==> src/rtl/lsu_pkg.sv <==
// rtl/lsu_pkg.sv - shared size codes, state encoding and word geometry for the load/store unit
package lsu_pkg;

  localparam logic [1:0] SZ_BYTE = 2'b00;
  localparam logic [1:0] SZ_HALF = 2'b01;
  localparam logic [1:0] SZ_WORD = 2'b10;

  localparam int WORD_BYTES = 4;

  typedef enum logic [2:0] {
    ST_IDLE,
    ST_RD,
    ST_WAITRD,
    ST_WR,
    ST_DONE
  } lsu_state_t;

endpackage

==> src/rtl/lsu_align.sv <==
// rtl/lsu_align.sv - little-endian lane extract/extend for loads and lane merge for sub-word stores
module lsu_align
  import lsu_pkg::*;
(
  input  logic [31:0] rd_word,
  input  logic [31:0] st_data,
  input  logic [1:0]  lane,
  input  logic [1:0]  size,
  input  logic        sign,
  output logic [31:0] ld_data,
  output logic [31:0] merged
);

  logic [7:0]  lane_byte;
  logic [15:0] lane_half;

  always_comb begin
    lane_byte = rd_word[{lane, 3'b000} +: 8];
    lane_half = lane[1] ? rd_word[31:16] : rd_word[15:0];
    ld_data   = rd_word;
    merged    = st_data;
    case (size)
      SZ_BYTE: begin
        ld_data = {{24{sign & lane_byte[7]}}, lane_byte};
        merged  = rd_word;
        merged[{lane, 3'b000} +: 8] = st_data[7:0];
      end
      SZ_HALF: begin
        ld_data = {{16{sign & lane_half[15]}}, lane_half};
        merged  = rd_word;
        merged[{lane[1], 4'b0000} +: 16] = st_data[15:0];
      end
      default: ;
    endcase
  end

endmodule

==> src/rtl/load_store_unit.sv <==
// rtl/load_store_unit.sv - one-at-a-time load/store stage in front of a word-wide data_memory
// Byte/half accesses (read-modify-write stores) exist only when LSU_SUBWORD_EN is defined.
module load_store_unit
  import lsu_pkg::*;
#(
  parameter int MEM_WORDS = 16
) (
  input  logic        CLK,
  input  logic        RST_N,
  input  logic        REQ,
  input  logic        WE,
  input  logic [1:0]  SIZE,
  input  logic        SIGNED,
  input  logic [31:0] ADDR,
  input  logic [31:0] WDATA,
  output logic        READY,
  output logic        DONE,
  output logic        ERR,
  output logic [31:0] RDATA,
  output logic        W_DM,
  output logic [31:0] AD,
  output logic [31:0] WP,
  input  logic [31:0] PR
);

  lsu_state_t  state_q, state_d;
  logic        accept;
  logic        acc_err;
  logic        err_q;
  logic [31:0] ad_q;
  logic [31:0] wp_q;
  logic [31:0] rdata_q;

  assign accept = REQ && (state_q == ST_IDLE);

`ifdef LSU_SUBWORD_EN
  logic        we_q;
  logic        signed_q;
  logic [1:0]  size_q;
  logic [1:0]  lane_q;
  logic [31:0] ld_data;
  logic [31:0] merged;

  // wp_q holds the right-justified store data until WAITRD replaces it with the merged word
  lsu_align u_align (
    .rd_word (PR),
    .st_data (wp_q),
    .lane    (lane_q),
    .size    (size_q),
    .sign    (signed_q),
    .ld_data (ld_data),
    .merged  (merged)
  );
`else
  logic unused_signed;
  assign unused_signed = SIGNED;
`endif

  always_comb begin
    acc_err = 1'b0;
    if (ADDR >= 32'(MEM_WORDS * WORD_BYTES)) acc_err = 1'b1;
`ifdef LSU_SUBWORD_EN
    case (SIZE)
      SZ_BYTE: ;
      SZ_HALF: if (ADDR[0]) acc_err = 1'b1;
      SZ_WORD: if (ADDR[1:0] != 2'b00) acc_err = 1'b1;
      default: acc_err = 1'b1;
    endcase
`else
    if (SIZE != SZ_WORD || ADDR[1:0] != 2'b00) acc_err = 1'b1;
`endif
  end

  always_ff @(posedge CLK or negedge RST_N) begin
    if (!RST_N) state_q <= ST_IDLE;
    else        state_q <= state_d;
  end

  always_comb begin
    state_d = state_q;
    case (state_q)
      ST_IDLE: begin
        if (accept) begin
          if (acc_err)                    state_d = ST_DONE;
          else if (WE && SIZE == SZ_WORD) state_d = ST_WR;
          else                            state_d = ST_RD;
        end
      end
      ST_RD:     state_d = ST_WAITRD;
`ifdef LSU_SUBWORD_EN
      ST_WAITRD: state_d = we_q ? ST_WR : ST_DONE;
`else
      ST_WAITRD: state_d = ST_DONE;
`endif
      ST_WR:     state_d = ST_DONE;
      ST_DONE:   state_d = ST_IDLE;
      default:   state_d = ST_IDLE;
    endcase
  end

  always_ff @(posedge CLK or negedge RST_N) begin
    if (!RST_N) begin
      err_q   <= 1'b0;
      ad_q    <= '0;
      wp_q    <= '0;
      rdata_q <= '0;
`ifdef LSU_SUBWORD_EN
      we_q     <= 1'b0;
      signed_q <= 1'b0;
      size_q   <= SZ_WORD;
      lane_q   <= 2'b00;
`endif
    end else begin
      if (accept) begin
        err_q <= acc_err;
        ad_q  <= {2'b00, ADDR[31:2]};
        if (WE) wp_q <= WDATA;
`ifdef LSU_SUBWORD_EN
        we_q     <= WE;
        signed_q <= SIGNED;
        size_q   <= SIZE;
        lane_q   <= ADDR[1:0];
`endif
      end
      if (state_q == ST_WAITRD) begin
`ifdef LSU_SUBWORD_EN
        if (we_q) wp_q    <= merged;
        else      rdata_q <= ld_data;
`else
        rdata_q <= PR;
`endif
      end
    end
  end

  assign READY = (state_q == ST_IDLE);
  assign DONE  = (state_q == ST_DONE);
  assign ERR   = (state_q == ST_DONE) && err_q;
  assign W_DM  = (state_q == ST_WR);
  assign AD    = ad_q;
  assign WP    = wp_q;
  assign RDATA = rdata_q;

endmodule

==> config.mk <==
export PLATFORM = sky130hd
export DESIGN_NAME = load_store_unit
export DESIGN_NICKNAME = d
export VERILOG_FILES = /design/src/rtl/lsu_pkg.sv /design/src/rtl/lsu_align.sv /design/src/rtl/load_store_unit.sv
export SDC_FILE = /design/constraint.sdc
export NUM_CORES = 1
export LEC_CHECK = 0
export BUFFER_PORTS_ARGS = -buffer_cell sky130_fd_sc_hd__buf_4
export CORE_MARGIN = 4
export CORE_UTILIZATION = 41
export CTS_CLUSTER_SIZE = 10
export DETAILED_ROUTE_END_ITERATION = 10
export GPL_TIMING_DRIVEN = 0
export PLACE_DENSITY = 0.77
export SLEW_MARGIN = 20
export SYNTH_ARGS = -nofsm -noshare
export SYNTH_HDL_FRONTEND = slang
export SYNTH_SLANG_ARGS = --single-unit
==> constraint.sdc <==
create_clock -name CLK -period 1.37 [get_ports CLK]
set_input_delay 0 -clock CLK [delete_from_list [all_inputs] [get_ports CLK]]
set_output_delay 0 -clock CLK [all_outputs]
set_load 0.05 [all_outputs]
# After elaboration in Yosys (flattened, before gate mapping)
# Cells that the tools add are included.
[word_totals] inputBits=103 out_inout_bits=100 elab_cells=27 register_bits=98
[classes] n_eq_ne=7 reduce_logical=8 muxes=6 order_cmp=1
[ops] op="$ge 32x7->1 const B" n=1
[ops] op="$pmux 3 s3" n=1
[ops] op="$eq 3x2->1 const B" n=2
[ops] op="$mux 3" n=2
[ops] op="$eq 3x1->1 const B" n=1
[ops] op="$eq 3x3->1 const B" n=1
[ops] op="$logic_and 1x1->1" n=3
[ops] op="$logic_not 3->1" n=1
[ops] op="$eq 2x2->1 const B" n=1
[ops] op="$mux 1" n=2
[ops] op="$mux 2" n=1
[ops] op="$ne 2x1->1 const B" n=1
[ops] op="$ne 2x2->1 const B" n=1
[ops] op="$reduce_and 2->1" n=1
[ops] op="$reduce_bool 2->1" n=1
[ops] op="$reduce_or 2->1" n=1
[ops] op="$logic_or 1x1->1" n=1

# Longest topological paths before layout
[depth] depth_word=6 mapped_depth=6 mapped_depth_nobuf=4

# Worst setup path before layout
# No wires, ideal clock.
[synth_timing] path_type="register to output" from="reg state_q[0]" to="out ERR" t_arrival_ps=2194 path_slack_ps=-824 path_stages_with_launch=3 n_path_buf=0 cell_sequence="dfrtp_1 -> nor3b_1 -> and2_1"
[synth_between] elab_chain_cells=2
[synth_rtl] element="start: declaration" line="load_store_unit.sv:26" source="lsu_state_t state_q, state_d;"
[synth_rtl] element="start signal: assignment" line="load_store_unit.sv:76" source="else state_q <= state_d;"
[synth_rtl] element="$eq 3x3->1"
[synth_rtl] element="named net DONE" line="load_store_unit.sv:17" source="output logic DONE,"
[synth_rtl] element="$logic_and 1x1->1" line="load_store_unit.sv:138" source="assign ERR = (state_q == ST_DONE) && err_q;"
[synth_rtl] element="end: declaration" line="load_store_unit.sv:18" source="output logic ERR,"
# The timed path passes the listed nets, and every way through them passes these cells.

# Worst setup path after layout
[layout_timing] from="reg state_q[2]" to="reg wp_q[13] (netlist: WP[13])"
[layout_between] elab_chain_cells=3
[layout_rtl] element="$logic_not 3->1" line="load_store_unit.sv:34" source="assign accept = REQ && (state_q == ST_IDLE);"
[layout_rtl] element="$logic_and 1x1->1" line="load_store_unit.sv:34"
[layout_rtl] element="$reduce_and 2->1 (no line)"
[layout_rtl] element="end signal: assignment" line="load_store_unit.sv:105" source="wp_q <= '0;"
[layout_rtl] element="end signal: assignment" line="load_store_unit.sv:117" source="if (WE) wp_q <= WDATA;"
[layout_rtl] element="end: declaration" line="load_store_unit.sv:31" source="logic [31:0] wp_q;"
# Every way passes these cells.
# A chain may end at the register's enable or synchronous reset.

==> summary.txt <==
Yosys warning total -> 0
Tightest Hold Check Type -> input pin to register
Status -> finished, violations left
# IOs -> 203
WP buf/inv -> 1
Drt via density -> 4.69
Routed len/inst -> 17.6 µm
FF+latch count, synth -> 98
Gpl congestion -> 0.742
Post-DP HPWL -> 7240 µm
Die W -> 105 µm
Final antenna-violating net count -> 0
Synth Flop Type -> dfrtp_1
Yosys cell types -> 23
Final-layout fill cell count -> 534
# DRC -> 0
NumNets Final -> 652
Vias in the first global route -> 3683
Worst r2r path cells -> 5
Maximum fanout along the worst path -> 10
Initial antenna violation count -> 0
Synth top cells by count -> dfrtp_1 (98), mux2_2 (62), mux2_4 (30)
Pins over their slew limit -> 0
RSZ-0062 raised after global routing -> true
WHS Path Cells -> 3
Max Cap Viol -> 0
Clk sink count -> 98
Global-route wire length before repair -> 19000 µm
CP arrival -> 1.77 ns
Cell taking the most area after synthesis -> dfrtp_1
Effective utilization at floorplan -> 41.9%
CTS clk-pin slew, worst paths -> 0.09 ns
Clock Tree Buf Depth -> 2
Routed vias -> 3211
WL final -> 12000 µm
Layout cells sized above 1 -> 61.2%
Cell area after layout -> 0.00708 mm²
Post-synth EDFFs -> 0
Row count -> 35
Total track usage -> 21.7%
CTS tree -> built
Most common cell in the netlist -> dfrtp_1
Reg2Reg Launch Point -> state_q[2]$_DFFE_PN0P_
CP startpoint kind -> register
Slew margin rel. -> 39.5%
Hold Fails Final Rpt -> 0
Fin crit share -> 114%
Die H -> 105 µm
PD cells -> 1140 mW/mm²
Syn Area/Cell -> 16.6 µm²
RR Endpoint -> WP[13]$_DFFE_PN0P_
CTS root buffer -> clkbuf_8
H-tree level count -> 3
Cell type of the slowest stage on the worst timing path -> dfrtp_1
Leak Pwr -> 3.52 nW
Worst-Skew Late Latency -> 0.34 ns
Die area -> 0.0111 mm²
WS Path Type -> register to register
Worst Tran Pin Value -> 0.907 ns
CP max stage delay -> 0.43 ns
Core footprint -> 0.00924 mm²
Pre-CTS setup slack -> -0.259 ns
Failing checks -> setup timing
Mapped Cells -> 233
Top post-synthesis cells by area -> dfrtp_1 (63%), mux2_2 (18%), mux2_4 (12%), nor4_1 (0.97%), buf_6 (0.87%)
Final TNS setup -> -10.61 ns
Worst path required time -> 1.59 ns
Area delta synth->final -> 82.8%
1st-iter DRT viols -> 95
Critical Path Sink Type -> register
Post-synth ARST share -> 100%
Reg area -> 0.00245 mm²
Setup slack, reg-to-reg -> -0.18 ns
Gr ovfl total -> 0
Multi-input logic area -> 0.00152 mm²
Seq/Total Area, Yosys -> 63.3%
Hold EP -> state_q[1]$_DFFE_PN0P_
Mapped cell area -> 0.00388 mm²
Placed inst area -> 0.00561 mm²
Setup violators final -> 93
Pin count of the biggest net entering global routing -> 99
Drt pass-1 iters -> 4
Setup WS post-layout -> -0.185 ns
CP top delay family -> simple AND/OR/NAND/NOR gates
Final Skew -> 0.0120 ns
Critical Path, Cell by Cell -> nor3_4, and2_4, nand2_8, buf_12, mux2_4
Worst hold path startpoint -> REQ
Period minus WS final -> 1.55 ns
Peak supply drop -> 0.000818 V
IO Port Bufs -> 199
Top-area cell type share of the netlist area -> 63.3%
CTS buffer count -> 9
Max Fclk -> 0.643 GHz
worst max-delay path by stage:
stage                               to                   start  cells past startpoint  slack, ns
finish              WP[13]$_DFFE_PN0P_  state_q[2]$_DFFE_PN0P_                      5      -0.18
CTS                 AD[20]$_DFFE_PN0P_  state_q[0]$_DFFE_PN0P_                      5      -0.21
floorplan           WP[10]$_DFFE_PN0P_  state_q[1]$_DFFE_PN0P_                      6      -0.52
detailed placement   AD[2]$_DFFE_PN0P_  state_q[0]$_DFFE_PN0P_                      5      -0.26
global route        WP[28]$_DFFE_PN0P_  state_q[2]$_DFFE_PN0P_                      5      -0.26
global placement    AD[20]$_DFFE_PN0P_  state_q[0]$_DFFE_PN0P_                      5      -0.24
metal layers:
layer / vias to the layer above / routed length, µm / track usage, %
li1: 1452 / - / -
met1: 1585 / 4510 / 23.8
met2: 147 / 6380 / 40.0
met3: 27 / 868 / 5.82
met4: 0 / 259 / 7.78
met5: - / 0 / 0
stage by stage:
| stage | total power [W] | cells | utilization [%] | hold WS, ns |
|---|---|---|---|---|
| floorplan | 0.00507 | 234 | - | -0.296 |
| global placement | 0.00597 | 562 | 60.7 | 0.219 |
| detailed placement | 0.00603 | 562 | 60.7 | 0.160 |
| CTS | 0.00814 | 684 | 76.1 | 0.00222 |
| global route | 0.00843 | 683 | 76.6 | 0.0301 |
| finish | 0.00810 | 684 | 76.7 | 0.0244 |
cell type report:
type	instances	area share [%]
repair buffers	305	36.8
flip-flops and latches	98	34.6
multi-input cells	123	21.4
well taps	129	2.28
clock buffers	12	2.05
plain buffers	11	1.98
clock inverters	4	0.724
inverters	1	0.0530
diodes	1	0.0353
cell usage in the layout, fill, tap and decap left out, types with 2 or more instances in the layout:
cell	count
buf_6	8
clkbuf_1	2
nor2_4	2
clkbuf_8	10
nor4_1	6
mux2_4	62
dlygate4sd3_1	95
nor2_1	3
nand4_1	2
conb_1	2
dfrtp_1	97
buf_4	200
buf_12	2
mux2_2	32
buf_8	11
and2_4	2
report_power, final:
part / total, W / switching [W] / leakage [nW] / internal [W]
Combinational: 0.00284 / 0.00166 / 2.20 / 0.00118
Clock: 0.00185 / 0.000956 / 0.0966 / 0.000898
Sequential: 0.00340 / 0.000194 / 1.22 / 0.00321
Total: 0.00810 / 0.00281 / 3.52 / 0.00529
state kept, by name (all words and copies together) (netlist names):
signal and cells:
WP 32, AD 30, RDATA 32, err_q 1
state_q 3
repair_timing:
action                                  CTS  global route
pin swaps                                 5             6
hold endpoints to repair                192             0
cloned                                    3             0
endpoints found under the setup margin   95           102
setup buffers                             8             1
gates resized for setup                  50            16
hold buffers                             95             0
tightest hold or removal path, stage by stage:
cell and delay [ns]:
buf_4 0.08, and3_1 0.14, a22o_1 0.11
cell families (layout without fill, tap and decap cells):
logic type	after synthesis	count (layout)	share of synthesized area [%]
multiplexers	94	94	30.2
AO/OA/AOI/OAI	3	3	0.484
AND/OR/NAND/NOR	24	24	3.62
buffers and inverters	13	333	2.32
other	1	3	0.0967
flip-flops	98	98	63.3
No activity file was read; power rests on OpenSTA's default activity.
